===== config.mk =====
export PLATFORM = sky130hd
export DESIGN_NAME = memory_stage
export DESIGN_NICKNAME = d
export VERILOG_FILES = /design/src/rtl/memory_stage.sv
export SDC_FILE = /design/constraint.sdc
export NUM_CORES = 1
export LEC_CHECK = 0
export ABC_AREA = 1
export BUFFER_PORTS_ARGS = -buffer_cell sky130_fd_sc_hd__buf_2
export CAP_MARGIN = 20
export CORE_MARGIN = 4
export CORE_UTILIZATION = 44
export CTS_CLUSTER_SIZE = 20
export DETAILED_ROUTE_END_ITERATION = 8
export PLACE_DENSITY = 0.87
export SETUP_SLACK_MARGIN = 0.05
export SYNTH_ARGS = -nofsm -noshare
export SYNTH_HDL_FRONTEND = slang
export SYNTH_SLANG_ARGS = --single-unit

===== constraint.sdc =====
create_clock -name clk -period 1.1 [get_ports clk]
set_clock_uncertainty 0.05 [all_clocks]
set_input_delay 0.11 -clock clk [delete_from_list [all_inputs] [get_ports clk]]
set_output_delay 0.11 -clock clk [all_outputs]
set_load 0.03 [all_outputs]

===== src/rtl/memory_stage.sv =====
// memory_stage: pipeline MEM stage.
// Holds one EX/MEM bundle, performs at most one load/store on a ready/ack
// data-memory port, stalls upstream until the access completes and then
// emits a one-cycle-valid MEM/WB bundle.
// Optional feature macro: MEMSTAGE_ALIGN_CHECK_EN (misaligned-access trap
// with sticky AlignErr flag). Undefined by default.
module memory_stage (
  input  logic        clk,
  input  logic        rst_n,
  input  logic        InValid,
  output logic        InReady,
  input  logic        RegWriteIn,
  input  logic        MemToRegIn,
  input  logic        MemWriteIn,
  input  logic [31:0] ALUResultIn,
  input  logic [31:0] WriteDataIn,
  input  logic [4:0]  WriteRegIn,
  output logic        DMemReq,
  output logic        DMemWe,
  output logic [31:0] DMemAddr,
  output logic [31:0] DMemWData,
  input  logic        DMemAck,
  input  logic [31:0] DMemRData,
  output logic        OutValid,
  output logic        RegWriteOut,
  output logic        MemToRegOut,
  output logic [31:0] ALUResultOut,
  output logic [31:0] ReadDataOut,
  output logic [4:0]  WriteRegOut,
  output logic        AlignErr
);

  typedef enum logic [1:0] {
    ST_IDLE   = 2'd0,
    ST_PASS   = 2'd1,
    ST_ACCESS = 2'd2
  } state_t;

  state_t      state;
  state_t      state_next;

  // EX/MEM slot fields
  logic        slot_reg_write;
  logic        slot_mem_to_reg;
  logic        slot_mem_write;
  logic        slot_misaligned;
  logic [31:0] slot_alu;
  logic [31:0] slot_wdata;
  logic [4:0]  slot_wreg;

  logic        pending;
  logic        in_access;
  logic        xfer;
  logic        accept;
  logic        in_is_mem;
  logic        in_misaligned;
  logic        in_goes_access;

  // Incoming bundle classification
  assign in_is_mem = MemWriteIn | MemToRegIn;

`ifdef MEMSTAGE_ALIGN_CHECK_EN
  assign in_misaligned = in_is_mem & (ALUResultIn[1:0] != 2'b00);
`else
  assign in_misaligned = 1'b0;
`endif

  // A misaligned memory op is diverted through PASS timing and never
  // touches the memory port.
  assign in_goes_access = in_is_mem & ~in_misaligned;

  // Handshake: the slot frees up in the same cycle its contents transfer,
  // so DMemAck reaches InReady combinationally for zero-bubble operation.
  assign pending   = (state != ST_IDLE);
  assign in_access = (state == ST_ACCESS);
  assign xfer      = (state == ST_PASS) | (in_access & DMemAck);
  assign InReady   = ~pending | xfer;
  assign accept    = InValid & InReady;

  // Memory port driven straight from the slot so it is stable for the
  // whole request; the write-enable is gated so it is only 1 during ACCESS.
  assign DMemReq   = in_access;
  assign DMemWe    = in_access & slot_mem_write;
  assign DMemAddr  = {slot_alu[31:2], 2'b00};
  assign DMemWData = slot_wdata;

  // FSM state register
  always_ff @(posedge clk or negedge rst_n) begin
    if (!rst_n) begin
      state <= ST_IDLE;
    end else begin
      state <= state_next;
    end
  end

  // FSM next-state: a new accept always wins; otherwise a transfer empties
  // the slot; otherwise hold.
  always_comb begin
    state_next = state;
    if (accept) begin
      if (in_goes_access) begin
        state_next = ST_ACCESS;
      end else begin
        state_next = ST_PASS;
      end
    end else if (xfer) begin
      state_next = ST_IDLE;
    end else begin
      state_next = state;
    end
  end

  // EX/MEM slot capture on accept; a store that also claims MemToReg keeps
  // MemToReg cleared so write-back never selects load data for it.
  always_ff @(posedge clk or negedge rst_n) begin
    if (!rst_n) begin
      slot_reg_write  <= 1'b0;
      slot_mem_to_reg <= 1'b0;
      slot_mem_write  <= 1'b0;
      slot_misaligned <= 1'b0;
      slot_alu        <= 32'd0;
      slot_wdata      <= 32'd0;
      slot_wreg       <= 5'd0;
    end else if (accept) begin
      slot_reg_write  <= RegWriteIn;
      slot_mem_to_reg <= MemToRegIn & ~MemWriteIn;
      slot_mem_write  <= MemWriteIn;
      slot_misaligned <= in_misaligned;
      slot_alu        <= ALUResultIn;
      slot_wdata      <= WriteDataIn;
      slot_wreg       <= WriteRegIn;
    end else begin
      slot_reg_write  <= slot_reg_write;
      slot_mem_to_reg <= slot_mem_to_reg;
      slot_mem_write  <= slot_mem_write;
      slot_misaligned <= slot_misaligned;
      slot_alu        <= slot_alu;
      slot_wdata      <= slot_wdata;
      slot_wreg       <= slot_wreg;
    end
  end

  // MEM/WB register: one-cycle valid pulse per transfer, data held between.
  always_ff @(posedge clk or negedge rst_n) begin
    if (!rst_n) begin
      OutValid     <= 1'b0;
      RegWriteOut  <= 1'b0;
      MemToRegOut  <= 1'b0;
      ALUResultOut <= 32'd0;
      ReadDataOut  <= 32'd0;
      WriteRegOut  <= 5'd0;
    end else begin
      OutValid <= xfer;
      if (xfer) begin
        RegWriteOut  <= slot_reg_write & ~slot_misaligned;
        MemToRegOut  <= slot_mem_to_reg;
        ALUResultOut <= slot_alu;
        WriteRegOut  <= slot_wreg;
        if (in_access && !slot_mem_write) begin
          ReadDataOut <= DMemRData;
        end else begin
          ReadDataOut <= 32'd0;
        end
      end else begin
        RegWriteOut  <= RegWriteOut;
        MemToRegOut  <= MemToRegOut;
        ALUResultOut <= ALUResultOut;
        WriteRegOut  <= WriteRegOut;
        ReadDataOut  <= ReadDataOut;
      end
    end
  end

`ifdef MEMSTAGE_ALIGN_CHECK_EN
  // Sticky misalignment flag, set when a trapped op transfers
  always_ff @(posedge clk or negedge rst_n) begin
    if (!rst_n) begin
      AlignErr <= 1'b0;
    end else if (xfer && slot_misaligned) begin
      AlignErr <= 1'b1;
    end else begin
      AlignErr <= AlignErr;
    end
  end
`else
  assign AlignErr = 1'b0;
`endif

endmodule

==> results.txt <==
Result of the run: finished with violations
Violated checks: negative setup slack
Primary FF master, synth: sky130_fd_sc_hd__dfrtp_1
Top Family by Delay on Critical Path: buffers and inverters
Number of distinct standard cells referenced by the synthesized netlist: 15
Number of maximum-capacitance violations: 0
Minimum setup slack after placement: -163 ps
Commonest cells post-synth: sky130_fd_sc_hd__nand2_1 (289), sky130_fd_sc_hd__dfrtp_1 (146), sky130_fd_sc_hd__nand3_1 (145)
Placed wire-length estimate: 12300 um
WL final: 28600 um
Via count of the first global-routing pass: 6825
Global route total overflow: 0
Post-DR vias/cell: 5.35
Area share of the leading cell type in the synthesized netlist: 58.3%
Count of flip-flops with a built-in enable after synthesis: 0
Instance area after placement: 0.00774 mm^2
Post-route minimum period: 1550 ps
First-pass GRT wire length: 34900 um
Peak per-stage delay on the critical path: 430 ps
Startpoint types: flip-flop
Number of ports placed on the die boundary: 248
Seq cells post-synth: 146
Arrival @ worst endpoint: 1850 ps
Max stage delay cell, worst path: sky130_fd_sc_hd__dfrtp_2
Fill cell instance count of the final layout: 712
Number of buffer cells added on primary ports: 244
Average cell area after synthesis: 8.47 um^2
Buffers and inverters on the worst path: 3
Largest fanout of any net on the critical path: 15
Cell at the root of the clock tree: sky130_fd_sc_hd__clkbuf_16
Clock net sink count: 146
Timing-limited maximum frequency: 645 MHz
Crit Path Class: flip-flop to flip-flop
Area of the die: 0.0162 mm^2
Fraction of synthesized cell area in xor and xnor cells: 0%
Maximum ir drop on the vdd rail: 1.26 mV
Class of the tightest hold or removal check: input pin to async pin
Slew Limit Fails: 0
All-Layer GR Usage: 27.3%
DR WL/cell: 21.0 um
Initial antenna violation count: 1
Clock tree from TritonCTS: yes
Detailed Route Iter0 Violations: 667
Number of H-tree levels: 4
Gate Count Post-Synth: 740
Share of the yosys chip area belonging to registers: 58.3%
Area share of fa/ha/maj cells after synthesis: 0%
Unrepaired setup endpoints after global routing: true
Setup slack after layout: -450 ps
Proportion of synthesized flip-flops having asynchronous set or reset: 100%
Final Hold Fails: 0
CTS Buf Count: 17
Critical-path cell list: buf_4 -> o21ai_4 -> buf_4 -> bufbuf_16 -> nand3_1 -> nand2_1
Clock transition at path regs: 60 ps
Type of element capturing the critical path: flip-flop
Final count of negative-setup-slack endpoints: 280
Initial cell density of the core: 45.0%
Largest family of logic cells by synthesized area: simple AND/OR/NAND/NOR gates
Fin crit share: 141%
Core region area: 0.0139 mm^2
Layout cell share with drive strength beyond 1: 36.3%
Main area contributors after synthesis: sky130_fd_sc_hd__dfrtp_1 (58%), sky130_fd_sc_hd__nand2_1 (17%), sky130_fd_sc_hd__nand3_1 (12%)
Die Ht: 127 um
Rows: 43
Placer Congestion: 0.827
Total of warnings raised by yosys: 0
Most frequent cell after synthesis: sky130_fd_sc_hd__nand2_1
Cell taking the most area after synthesis: sky130_fd_sc_hd__dfrtp_1
DIE WIDTH: 127 um
Critical path data required time: 1400 ps
Number of vias after detailed routing: 7279
Multiplexer share of the synthesized area: 0%
Power per cell area: 2410 mW/mm^2
Post-Layout Inst Area: 0.0115 mm^2
Pin count of the biggest net entering global routing: 44
Compound-gate portion of the synthesized area: 0.160%
Leakage: 6.29 nW
Worst-skew pair later-pin latency: 420 ps
Total iterations of the first detailed-routing run: 6
Synth Cell Area: 0.00627 mm^2
# nets final: 1275
Remaining antenna violation count after routing: 0
Post-route DRC violation count: 0
CP most frequent cell: sky130_fd_sc_hd__buf_4
Basic-gate share of the synthesized area counting and, or, nand and nor cells: 31.6%
Synth-to-Final Area Change: 83.2%
Clock buffer depth: 2
-- cells by family after synthesis --
| family | after synthesis |
|---|---|
| DFF | 146 |
| and+or+nand+nor | 474 |
| other | 1 |
| buffers and inverters | 117 |
| AOI/OAI and AO/OA | 2 |
-- timing repair --
item / in CTS / in global routing
gates resized for setup: 70 / 361
buffers inserted: 18 / 75
cloned: 9 / 1
pin swaps: 4 / 2
setup endpoints to repair: 283 / 283
hold buffers: 105 / 0
endpoints found under the hold margin: 252 / 0
-- report_power, final --
| part | internal, W | leakage [nW] | switching, W |
|---|---|---|---|
| registers | 0.00690 | 1.84 | 0.00142 |
| logic | 0.00576 | 4.11 | 0.00684 |
| clock network | 0.00438 | 0.331 | 0.00232 |
| total | 0.0170 | 6.29 | 0.0106 |
-- per-stage QoR --
step	total power (W)	hold slack [ps]	cells	utilization (%)	TNS (ps)
6_report	0.0276	115	1360	82.4	-52870
5_1_grt	0.0285	160	1360	82.4	-63310
4_1_cts	0.0236	61.8	1283	72.5	-52890
3_5_place_dp	0.0159	15.2	1120	55.6	-17790
3_3_place_gp	0.0156	9.59	1120	55.6	-13250
2_1_floorplan	0.0134	-236	742	-	-1790
-- area by class of cell --
cell class	count	area (um^2)	share of cell area, %
flip-flops and latches	146	3660	31.8
repair buffers	485	4670	40.7
inverters	37	139	1.21
diodes	1	2.50	0.0218
well taps	180	225	1.96
clock buffers	23	508	4.43
multi-input cells	480	2110	18.4
clock inverters	8	171	1.49
-- cell usage in the layout, fill, tap and decap left out, types with 3 or more instances in the layout --
cell | netlist | final
sky130_fd_sc_hd__bufinv_16 | 0 | 5
sky130_fd_sc_hd__inv_2 | 0 | 3
sky130_fd_sc_hd__buf_16 | 0 | 7
sky130_fd_sc_hd__buf_2 | 36 | 106
sky130_fd_sc_hd__nand3_1 | 145 | 145
sky130_fd_sc_hd__clkbuf_8 | 0 | 6
sky130_fd_sc_hd__conb_1 | 1 | 3
sky130_fd_sc_hd__buf_12 | 0 | 22
sky130_fd_sc_hd__buf_6 | 0 | 148
sky130_fd_sc_hd__nor2_1 | 35 | 32
sky130_fd_sc_hd__dfrtp_1 | 146 | 144
sky130_fd_sc_hd__nand3_4 | 0 | 3
sky130_fd_sc_hd__dlygate4sd3_1 | 0 | 105
sky130_fd_sc_hd__buf_4 | 36 | 93
sky130_fd_sc_hd__nand2_1 | 289 | 287
sky130_fd_sc_hd__clkbuf_16 | 0 | 18
sky130_fd_sc_hd__inv_1 | 37 | 34
-- path summary, 6_finish.rpt --
check                      slack, ps  cells after the start                         end                startpoint
max                             -450                      6     slot_alu[6]$_DFFE_PN0P_      state[1]$_DFFE_PN0P_
min                              110                      2    DMemWData[6]$_DFFE_PN0P_                     rst_n
max reg2reg                     -450                      6     slot_alu[6]$_DFFE_PN0P_      state[1]$_DFFE_PN0P_
min reg2reg                      430                      2  WriteRegOut[1]$_DFFE_PN0P_  slot_wreg[1]$_DFFE_PN0P_
max in group asynchronous        390                      3     slot_alu[6]$_DFFE_PN0P_                     rst_n
min in group clk                 200                      4        state[1]$_DFFE_PN0P_                   InValid
-- metal layers --
layer	up-vias	track usage [%]	routed length (um)
met5	-	0	0
met4	0	12.7	1790
met3	161	7.23	2520
met2	547	47.4	14700
met1	3433	31.4	9560
li1	3138	-	-
(Power assumes the default switching activity.)
